==> src/rtl/reg_file_pkg.sv <==
// Shared constants for the register file: default widths, register count,
// flag bit positions inside FLAGS and the write-counter ceiling.
package reg_file_pkg;

  localparam int DEF_DATA_W = 8;
  localparam int DEF_ADDR_W = 3;
  localparam int NUM_REGS   = 2 ** DEF_ADDR_W;

  localparam int FLAGS_W = 4;
  localparam int FLAG_C  = 3;
  localparam int FLAG_V  = 2;
  localparam int FLAG_N  = 1;
  localparam int FLAG_Z  = 0;

  localparam int          WR_CNT_W   = 8;
  localparam logic [7:0]  WR_CNT_MAX = 8'd255;

endpackage : reg_file_pkg

==> src/rtl/reg_file_flag_reg.sv <==
// Condition-code register: captures the packed ALU flags when enabled,
// otherwise holds. Cleared by the synchronous active-low reset.
module flag_reg
  import reg_file_pkg::*;
(
  input  logic               clk,
  input  logic               rst_n,
  input  logic               en,
  input  logic [FLAGS_W-1:0] flags_in,
  output logic [FLAGS_W-1:0] flags
);

  // Load the new flags on enable; reset wins over a simultaneous enable.
  always_ff @(posedge clk) begin
    if (!rst_n) begin
      flags <= '0;
    end else if (en) begin
      flags <= flags_in;
    end
  end

endmodule : flag_reg

==> src/rtl/reg_file.sv <==
// Two-read / one-write register file feeding an ALU. R0 is hard-wired to
// zero, reads are combinational with no write-to-read bypass, and a
// saturating counter tracks the number of writes that actually landed.
module reg_file
  import reg_file_pkg::*;
#(
  parameter int DATA_W = DEF_DATA_W,
  parameter int ADDR_W = DEF_ADDR_W
) (
  input  logic                clk,
  input  logic                rst_n,
  input  logic [ADDR_W-1:0]   RA_ADDR,
  input  logic [ADDR_W-1:0]   RB_ADDR,
  output logic [DATA_W-1:0]   A,
  output logic [DATA_W-1:0]   B,
  input  logic                WE,
  input  logic [ADDR_W-1:0]   W_ADDR,
  input  logic [DATA_W-1:0]   W_DATA,
  input  logic                FLAG_WE,
  input  logic                C_IN,
  input  logic                V_IN,
  input  logic                N_IN,
  input  logic                Z_IN,
  output logic [FLAGS_W-1:0]  FLAGS,
  output logic [WR_CNT_W-1:0] WR_CNT
);

  localparam int NREGS = 2 ** ADDR_W;

  logic [DATA_W-1:0]  regs [NREGS];
  logic               wr_accept;
  logic [FLAGS_W-1:0] flags_in;

  // A write only counts when it targets a real register; R0 writes vanish.
  assign wr_accept = WE && (W_ADDR != '0);

  // Register array update; every entry clears on reset, including R0.
  always_ff @(posedge clk) begin
    if (!rst_n) begin
      for (int i = 0; i < NREGS; i++) begin
        regs[i] <= '0;
      end
    end else if (wr_accept) begin
      regs[W_ADDR] <= W_DATA;
    end
  end

  // Zero-latency read ports; address 0 is forced to zero regardless of storage.
  always_comb begin
    A = (RA_ADDR == '0) ? '0 : regs[RA_ADDR];
    B = (RB_ADDR == '0) ? '0 : regs[RB_ADDR];
  end

  // Saturating count of accepted writes; sticks at the ceiling instead of wrapping.
  always_ff @(posedge clk) begin
    if (!rst_n) begin
      WR_CNT <= '0;
    end else if (wr_accept && (WR_CNT != WR_CNT_MAX)) begin
      WR_CNT <= WR_CNT + 8'd1;
    end
  end

  // Pack the individual ALU flags into their FLAGS bit positions.
  always_comb begin
    flags_in         = '0;
    flags_in[FLAG_C] = C_IN;
    flags_in[FLAG_V] = V_IN;
    flags_in[FLAG_N] = N_IN;
    flags_in[FLAG_Z] = Z_IN;
  end

  flag_reg u_flag_reg (
    .clk      (clk),
    .rst_n    (rst_n),
    .en       (FLAG_WE),
    .flags_in (flags_in),
    .flags    (FLAGS)
  );

endmodule : reg_file

==> config.mk <==
export PLATFORM = sky130hd
export DESIGN_NAME = reg_file
export DESIGN_NICKNAME = d
export VERILOG_FILES = /design/src/rtl/reg_file_pkg.sv /design/src/rtl/reg_file_flag_reg.sv /design/src/rtl/reg_file.sv
export SDC_FILE = /design/constraint.sdc
export NUM_CORES = 1
export LEC_CHECK = 0
export CAP_MARGIN = 20
export CORE_ASPECT_RATIO = 1.5
export CORE_UTILIZATION = 45
export CTS_BUF_LIST = sky130_fd_sc_hd__clkbuf_16
export CTS_CLUSTER_DIAMETER = 100
export DETAILED_ROUTE_END_ITERATION = 6
export PLACE_DENSITY = 0.67
export SLEW_MARGIN = 20
export SYNTH_ARGS = -nofsm -noshare
export SYNTH_HDL_FRONTEND = slang
export SYNTH_SLANG_ARGS = --single-unit
==> constraint.sdc <==
create_clock -name clk -period 1.5 [get_ports clk]
set_input_delay 0.225 -clock clk [delete_from_list [all_inputs] [get_ports clk]]
set_output_delay 0.225 -clock clk [all_outputs]
set_load 0.01 [all_outputs]
==> flow_metrics.env <==
export IMPL_dp_hpwl_um=7470
export IMPL_fmax_ghz=0.541
export IMPL_whs_endpoint="WR_CNT[5]"
export IMPL_area_growth_pct=37.5
export IMPL_hold_path_class="flip-flop to flip-flop"
export IMPL_min_period_ns=1.85
export IMPL_post_dp_cell_area_um2=4950
export IMPL_final_nets=464
export IMPL_synth_top_cell_by_area="edfxtp_1"
export IMPL_synth_edf_count=64
export IMPL_ir_worst_vdd_mv=1.02
export IMPL_combPwrFrac_pct=15.0
export IMPL_grt_overflow=0
export IMPL_rsz0062_at_grt="yes"
export IMPL_p_clk_share_pct=41.4
export IMPL_power_density_nw_per_um2=1050
export IMPL_drt_pass1_iter_count=4
export IMPL_clock_sinks=76
export IMPL_yosysWarningCount=0
export IMPL_yosys_top_cells_area="edfxtp_1 (48%), mux4_2 (9.0%), and2_1 (8.8%), dfxtp_1 (6.0%), mux2i_1 (4.3%)"
export IMPL_grt_pass1_vias=3096
export IMPL_min_from="WR_CNT[5]"
export IMPL_cp_start_kind="flip-flop"
export IMPL_intPower_mw=4.48
export IMPL_drt_iter0_markers=148
export IMPL_die_x_um=78.9
export IMPL_critPathRequiredTime_ns=1.27
export IMPL_drc=0
export IMPL_die_h_um=117
export IMPL_setup_violations=16
export IMPL_globalplace_congestion=0.900
export IMPL_syn_inst=328
export IMPL_cts_clk_slew_worst_paths_ns=0.06
export IMPL_end_kind="primary output"
export IMPL_grt_pass1_wl_um=16100
export IMPL_cp_arrival_ns=1.62
export IMPL_finalHoldViolCount=0
export IMPL_finalInstanceArea_um2=5490
export IMPL_rows=41
export IMPL_initial_core_util_pct=46.9
export IMPL_p_switching_mw=1.28
export IMPL_multi_input_area_um2=1870
export IMPL_antenna_found_initial=0
export IMPL_via_count=2986
export IMPL_synthArstFlopShare_pct=0
export IMPL_insertion_delay_ns=0.33
export IMPL_min_period_over_period_pct=123
export IMPL_core_area_um2=8520
export IMPL_antenna_diode_count=0
export IMPL_timing_max_cap_violations=0
export IMPL_ys_types=40
export IMPL_leakagePower_nw=2.20
export IMPL_ys_dominant_reg_cell="edfxtp_1"
export IMPL_hold_depth=2
export IMPL_routedWlPerCell_um=18.3
export IMPL_tritoncts="done"
export IMPL_die_area_um2=9260
export IMPL_reg2reg_to="WR_CNT[1]"
export IMPL_cp_max_fo=2
export IMPL_routed_wirelength_um=10100
export IMPL_rr_worst_depth=5
export IMPL_violations="setup timing"
export IMPL_via_per_inst=5.43
export IMPL_drive_gt1_share_pct=32.3
export IMPL_post_route_worst_setup_slack_ns=-0.348
export IMPL_fill_cells=708
export IMPL_ys_seq_area_share_pct=54.2
export IMPL_r2r_start="WR_CNT[1]"
export IMPL_skew_ns=0.00189
export IMPL_p_seq_share_pct=43.6
export IMPL_r2r_slack_ns=0.14
export IMPL_hold_buffers=0
export IMPL_setup_tns_final_ns=-4.90
export IMPL_ios=53
export IMPL_p_sw_share_pct=22.2
export IMPL_synth_seq_cells=76
export IMPL_ant_nets=0
export IMPL_worst_setup_path_type="flip-flop to primary output"
export IMPL_netlist_area_leader_share_pct=48.2
export IMPL_avgSynthCellArea_um2=12.2
export IMPL_final_seq_area_um2=2170
export IMPL_numPortBuffers=52
export IMPL_clockBufferDepth=2
export IMPL_h_tree_depth=3
export IMPL_status="complete, but fails checks"
export IMPL_slew_violations=0
export IMPL_synth_area_um2=3990
export IMPL_grt_total_usage_pct=23.9
export IMPL_grt_max_degree=18
export IMPL_cts_buffers_inserted=9
export IMPL_cts_root_buf="clkbuf_16"
==> through the flow <==
stage | total power [mW] | util [%] | setup slack (ns) | std cells | hold WS, ns
detailed placement | 3.36 | 58.2 | -0.927 | 521 | 0.496
global route | 5.95 | 64.4 | -0.398 | 550 | 0.523
global placement | 3.35 | 58.2 | -0.926 | 521 | 0.478
CTS | 5.76 | 63.4 | -0.355 | 548 | 0.505
floorplan | 2.91 | - | 0.00659 | 335 | 0.372
finish | 5.76 | 64.4 | -0.348 | 550 | 0.498
==> power groups by stage <==
stage	logic, mW	registers [mW]	clock network (mW)
finish	0.864	2.51	2.38
CTS	0.832	2.51	2.43
detailed placement	0.812	2.55	0
floorplan	0.398	2.51	0
global route	0.927	2.52	2.50
global placement	0.801	2.54	0
==> layout make-up <==
class | count | share of cell area (%)
well taps | 107 | 2.44
multi-input cells | 240 | 34.1
clock inverters | 7 | 1.94
flip-flops and latches | 76 | 39.5
clock buffers | 9 | 4.11
inverters | 4 | 0.274
repair buffers | 107 | 17.6
==> synth_stat cells, types with 2 or more instances <==
cell type / n
and2_1: 56
clkbuf_1: 6
nor2b_1: 12
mux4_2: 16
o21ai_0: 29
and4_1: 2
xor2_1: 2
inv_1: 3
nor2_1: 34
o211a_1: 2
a221oi_1: 16
buf_6: 3
buf_2: 2
buf_4: 3
nand4_1: 2
mux2i_1: 17
mux2_2: 5
nand2_1: 14
or2_2: 2
nand2b_1: 4
nand3_1: 3
dfxtp_1: 12
a21oi_1: 3
edfxtp_1: 64
==> routing by layer <==
| layer | global-route usage, % | part of all wire [%] | up-vias |
|---|---|---|---|
| met2 | 39.6 | 51 | 78 |
| met5 | 0 | 0 | - |
| met3 | 4.28 | 3.3 | 30 |
| li1 | - | - | 1440 |
| met1 | 27.0 | 39 | 1438 |
| met4 | 17.5 | 6.8 | 0 |
==> worst max-delay path by stage <==
stage / from / to / cells after the start
after floorplan: W_ADDR[1] / regs[1][0] / 2
after global placement: RA_ADDR[1] / A[1] / 5
after detailed placement: RB_ADDR[0] / B[5] / 6
after CTS: regs[3][3] / A[3] / 4
after global routing: regs[3][3] / A[3] / 4
final: regs[3][3] / A[3] / 4
==> cell families (layout without fill, tap and decap cells) <==
family / after synthesis / count (layout) / synth area share (%)
fa+ha+maj: 1 / 1 / 0.314
compound gates: 58 / 58 / 9.53
other cells: 1 / 8 / 0.0940
mux: 38 / 38 / 14.7
simple gates: 133 / 133 / 18.0
buf+inv: 19 / 127 / 2.73
xor+xnor: 2 / 2 / 0.439
flops: 76 / 76 / 54.2
==> registers in the layout (all words and copies together), names as in the netlist <==
register	cells
WR_CNT	8
regs	64
u_flag_reg.flags	4
==> worst max-delay path: stages (launching register included) <==
cell      delay [ns]
edfxtp_1        0.40
mux4_2          0.55
nor2_2          0.12
a221oi_2        0.04
buf_2           0.17
==> cell usage in the layout (no fill, tap or decap), types with 6 or more instances in the layout <==
cell / count
clkdlybuf4s50_1: 24
o21ai_0: 25
nor2_2: 11
buf_2: 16
nor2b_1: 11
nor2_1: 18
conb_1: 8
a221oi_1: 10
dlygate4sd2_1: 7
clkbuf_16: 9
buf_4: 47
edfxtp_1: 64
mux2i_1: 17
nand2_1: 14
mux4_2: 16
a221oi_2: 6
dfxtp_1: 8
and2_1: 56
==> repair_timing <==
action / 4_1_cts / 5_1_grt
cloned: 2 / 0
buffers inserted: 9 / 2
pin swaps: 12 / 8
resized for setup: 105 / 21
endpoints found under the setup margin: 23 / 19
Note: power is estimated with default switching activity, not from simulation.
